**src/rtl/aes_key_sched_ctrl.sv**
```systemverilog
// AES-128 key-schedule sequencer: drives an external single-round key_gen
// datapath for NR rounds, stores every round key, and serves them through a
// registered read port.
module aes_key_sched_ctrl #(
    parameter  int unsigned NR     = 10,
    localparam int unsigned KEY_W  = 128,
    localparam int unsigned RCON_W = 32,
    localparam int unsigned RND_W  = 4
) (
    input  logic              clk,
    input  logic              rst,
    input  logic              start,
    input  logic [KEY_W-1:0]  key_in,
    output logic              busy,
    output logic              done,
    output logic              keys_valid,
    output logic [KEY_W-1:0]  kg_key,
    output logic [KEY_W-1:0]  kg_mx_key,
    output logic [RCON_W-1:0] kg_rcon,
    input  logic [KEY_W-1:0]  kg_rkey,
    input  logic [RND_W-1:0]  rd_idx,
    output logic [KEY_W-1:0]  rd_key
);

    localparam logic [RND_W-1:0] LAST_RND = RND_W'(NR);

    typedef enum logic [1:0] {
        S_IDLE   = 2'd0,
        S_EXPAND = 2'd1,
        S_DONE   = 2'd2
    } state_e;

    state_e              state_q, state_d;
    logic [RND_W-1:0]    rnd_q, rnd_d;
    logic [KEY_W-1:0]    kg_key_q, kg_key_d;
    logic [KEY_W-1:0]    mx_key_q, mx_key_d;
    logic [RCON_W-1:0]   rcon_q, rcon_d;
    logic                busy_q, busy_d;
    logic                done_q, done_d;
    logic                kv_q, kv_d;
    logic [KEY_W-1:0]    rd_key_q;
    logic [KEY_W-1:0]    store_q [NR+1];

    logic                accept;
    logic                capture;

    // Round constant for a given round number; zero outside 1..10.
    function automatic logic [7:0] rcon_byte(input logic [RND_W-1:0] r);
        case (r)
            4'd1:    return 8'h01;
            4'd2:    return 8'h02;
            4'd3:    return 8'h04;
            4'd4:    return 8'h08;
            4'd5:    return 8'h10;
            4'd6:    return 8'h20;
            4'd7:    return 8'h40;
            4'd8:    return 8'h80;
            4'd9:    return 8'h1b;
            4'd10:   return 8'h36;
            default: return 8'h00;
        endcase
    endfunction

    assign accept  = (state_q == S_IDLE) && start;
    assign capture = (state_q == S_EXPAND);

    // State register.
    always_ff @(posedge clk) begin
        if (rst) begin
            state_q <= S_IDLE;
        end else begin
            state_q <= state_d;
        end
    end

    // Next-state logic: one capture per cycle until the last round is stored.
    always_comb begin
        state_d = state_q;
        case (state_q)
            S_IDLE:   if (start) state_d = S_EXPAND;
            S_EXPAND: if (rnd_q == LAST_RND) state_d = S_DONE;
            S_DONE:   state_d = S_IDLE;
            default:  state_d = S_IDLE;
        endcase
    end

    // Output / datapath next values; flags follow the state being entered.
    always_comb begin
        rnd_d    = rnd_q;
        kg_key_d = kg_key_q;
        mx_key_d = mx_key_q;
        kv_d     = kv_q;
        busy_d   = 1'b0;
        done_d   = 1'b0;
        rcon_d   = '0;

        if (accept) begin
            rnd_d    = RND_W'(1);
            kg_key_d = key_in;
            mx_key_d = key_in;
            kv_d     = 1'b0;
        end

        if (capture) begin
            kg_key_d = kg_rkey;
            rnd_d    = (rnd_q == LAST_RND) ? '0 : rnd_q + RND_W'(1);
        end

        if (state_d == S_DONE) begin
            done_d = 1'b1;
            kv_d   = 1'b1;
        end

        busy_d = (state_d == S_EXPAND);
        if (busy_d) begin
            rcon_d = {rcon_byte(rnd_d), 24'h0};
        end
    end

    // Registered outputs, round counter and read port.
    always_ff @(posedge clk) begin
        if (rst) begin
            rnd_q    <= '0;
            kg_key_q <= '0;
            mx_key_q <= '0;
            rcon_q   <= '0;
            busy_q   <= 1'b0;
            done_q   <= 1'b0;
            kv_q     <= 1'b0;
            rd_key_q <= '0;
        end else begin
            rnd_q    <= rnd_d;
            kg_key_q <= kg_key_d;
            mx_key_q <= mx_key_d;
            rcon_q   <= rcon_d;
            busy_q   <= busy_d;
            done_q   <= done_d;
            kv_q     <= kv_d;
            rd_key_q <= (rd_idx <= LAST_RND) ? store_q[rd_idx] : '0;
        end
    end

    // Round-key store; contents are left as-is on reset, keys_valid guards them.
    always_ff @(posedge clk) begin
        if (!rst) begin
            if (accept) begin
                store_q[0] <= key_in;
            end else if (capture) begin
                store_q[rnd_q] <= kg_rkey;
            end
        end
    end

    assign busy       = busy_q;
    assign done       = done_q;
    assign keys_valid = kv_q;
    assign kg_key     = kg_key_q;
    assign kg_mx_key  = mx_key_q;
    assign kg_rcon    = rcon_q;
    assign rd_key     = rd_key_q;

endmodule
```
**config.mk**
```make
export PLATFORM = sky130hd
export DESIGN_NAME = aes_key_sched_ctrl
export DESIGN_NICKNAME = d
export VERILOG_FILES = /design/src/rtl/aes_key_sched_ctrl.sv
export SDC_FILE = /design/constraint.sdc
export NUM_CORES = 2
export LEC_CHECK = 0
export BUFFER_PORTS_ARGS = -buffer_cell sky130_fd_sc_hd__clkbuf_2
export CORE_MARGIN = 5
export CORE_UTILIZATION = 59
export DETAILED_ROUTE_END_ITERATION = 7
export PLACE_DENSITY = 0.8
export SKIP_CTS_REPAIR_TIMING = 1
export SYNTH_ARGS = -nofsm -noshare
export SYNTH_HDL_FRONTEND = slang
export SYNTH_SLANG_ARGS = --single-unit
```
**constraint.sdc**
```tcl
create_clock -name clk -period 15.13 [get_ports clk]
set_input_delay 1.513 -clock clk [delete_from_list [all_inputs] [get_ports clk]]
set_output_delay 1.513 -clock clk [all_outputs]
set_load 0.02 [all_outputs]
```
==> results.tsv <==
metric	value	unit
CP startpoint kind	input pin	
# port buffers	657	
Finished Core Util	68.1	%
leakage	28.2	nW
worst flop-to-flop path startpoint	state_q[0]$_SDFF_PP0_	
worst min path class	reg2reg	
top cells by area in the synthesized netlist	edfxtp_1, dfxtp_1, mux4_2	
Slew HR	20.5	%
Final period util	29.5	%
layout cell share with drive strength beyond 1	29.9	%
commonest cells after routing, fill and taps aside	edfxtp_1, clkbuf_2, dfxtp_1, nor2_1, nand2_1	
GRT overflow	0	
Avg Inst Size Synth	17.2	sq um
final setup TNS	0	ns
HP Start	kg_mx_key[56]$_SDFFE_PP0P_	
GPL Wtd Cong	0.853	
Remaining DRCs	0	
drt pass-1 iters	6	
worst slew pin tran	1.19	ns
yosys synthesis warning count	0	
CP max stage cell	buf_4	
FF-to-FF setup slack	10.95	ns
clock root buffer	clkbuf_16	
Inserted Diodes	0	
status	completed	
max-cap violations	0	
CP Cell Sequence	buf_6, nor2_4, buf_4, nand2_1, nor2_4, buf_4, buf_4	
Detailed Route WL	177000	um
Setup CP Type	in2reg	
Hold Violations, Final	0	
Detail Route Antenna Nets	0	
fin crit period	4.46	ns
final setup fails	0	
Area growth syn-to-layout	14.8	%
clock buffer depth	3	
CTS tree	built	
buffer and inverter count on the worst path	4	
die width	352	um
std cell rows	125	
die height	352	um
initial antenna violation count	2	
fill count	7295	
Max Fclk	0.224	GHz
worst stage delay on the critical path	0.93	ns
vias per inst	6.32	
FF-to-FF End	store_q[1][15]$_DFFE_PP_	
worst setup margin	10.67	ns
commonest non-fill, non-tap cell in the layout	edfxtp_1	
Post-DP Area	73100	sq um
pre-CTS WS	9.84	ns
Sw Share	22.6	%
Logic pwr share	7.8	%
cell count after synthesis	4002	
worst path arrival time	4.84	ns
Internal	0.00841	W
synth unique cells	45	
delay-heaviest family, CP	buffers and inverters	
IO Count	682	
Power per Cell Area	138	nW/um^2
register area share after synthesis	73.0	%
Setup Skew	0.0377	ns
Max FO, Critical Path	57	
Num CTS Buffers	177	
Via Count	39600	
Post-synth EDFFs	1408	
Nets	4864	
final total power	0.0109	W
GRT Total Usage	28.3	%
first-pass GRT wire length	258000	um
Netlist Area Pre-Place	68900	sq um
CTS sink cnt	1809	
top cell type's share of synthesized area	61.4	%
RSZ-0062 raised after global routing	no	
Synth async-reset ratio	0	%
Clock Power Share	41.0	%
Main synth FF type	edfxtp_1	
hold path depth	2	
clk slew on worst S/H paths	0.06	ns
maximum VDD drop	0.106	mV
H-tree levels	4	
CP Capture Type	register	
vias in the first global route	39500	
Routed wire per std cell	28.3	um
Initial Utilization	59.4	%
post-route cell area	79100	sq um
Req. time, crit path	15.51	ns
cell repeated most along the worst path	buf_4	
Net Sw Power	0.00246	W
post-synth top area cell	edfxtp_1	
Skew-Pair Late Insertion Delay	0.78	ns
Synth Register Bits	1809	
Worst Hold End	kg_mx_key[56]$_SDFFE_PP0P_	
Starting DRT DRC Count	4180	
Seq pwr share	51.2	%
dpl hpwl	101000	um
core area	116000	sq um
FF-to-FF path depth	7	
largest net degree at the start of global routing	183	
Die ar.	124000	sq um
final slew viol count	0	
-- worst max-delay path by stage --
stage                         start                        to  slack (ns)  depth (start not counted)
after global placement    rd_idx[0]    rd_key[110]$_SDFF_PP0_        9.92                          7
after floorplan                 rst   store_q[4][0]$_DFFE_PP_        3.58                          5
final                           rst  store_q[1][15]$_DFFE_PP_       10.67                          7
after CTS                 rd_idx[0]    rd_key[101]$_SDFF_PP0_       10.64                          7
after global routing      rd_idx[0]    rd_key[101]$_SDFF_PP0_       10.34                          7
after detailed placement  rd_idx[0]    rd_key[110]$_SDFF_PP0_        9.84                          7
-- area by class of cell --
type	instances	area (sq um)	share of cell area, %
clock buffers	257	5030	6.37
clock inverters	74	902	1.14
inverters	7	36.3	0.0459
multi-input cells	1895	17000	21.5
flip-flops and latches	1809	50300	63.6
well taps	1524	1910	2.41
repair buffers	707	3830	4.85
-- power by group through the flow --
stage               clock (W)  sequential (W)  combinational, W
finish                0.00446         0.00556          0.000853
CTS                   0.00450         0.00556          0.000855
floorplan                   0         0.00574          0.000465
global placement            0         0.00566          0.000832
detailed placement          0         0.00566          0.000848
global route          0.00472         0.00557          0.000911
-- logic make-up after synthesis --
logic type      share of synthesized area, %
flops                                   73.0
fa+ha+maj                             0.0726
buf+inv                                 2.55
mux                                     14.2
simple gates                            3.19
other cells                          0.00544
compound gates                          6.94
-- synthesized netlist by cell type, types with 30 or more instances --
master / count
nand2_1: 264
buf_1: 30
dfxtp_1: 401
clkbuf_1: 114
mux2_2: 40
mux2_1: 89
buf_6: 39
o22ai_1: 129
a21oi_1: 260
edfxtp_1: 1408
buf_4: 38
mux4_2: 256
nor2_1: 284
mux2i_1: 258
a2bb2oi_1: 128
o221a_2: 128
buf_2: 93
-- metal layers --
layer	GRT usage, %	up-vias	share of wire, %
met2	47.1	2214	49
met1	38.1	20200	38
met5	0	-	0.014
met4	9.32	4	3.2
met3	5.75	329	9.2
li1	-	16900	-
-- through the flow --
step	hold slack, ns	cells
final	0.454	6273
after global routing	0.465	6273
after CTS	0.455	6273
after detailed placement	0.447	5942
after global placement	0.440	5942
after floorplan	0.518	4025
-- registers in the layout, indices dropped and copies added, names as in the netlist --
signal	cells
keys_valid	1
done	1
kg_rcon	8
state_q	2
rnd_q	4
kg_mx_key	128
busy	1
kg_key	128
store_q	1408
rd_key	128
-- worst register-to-register path: stages, from the launching register on --
cell and delay [ns]:
dfxtp_4 0.70, nand2b_4 0.15, nor2_4 0.11, buf_4 0.67
nand2_1 0.38, nor2_4 0.20, buf_4 0.63, buf_4 0.94
(Power assumes the default switching activity.)
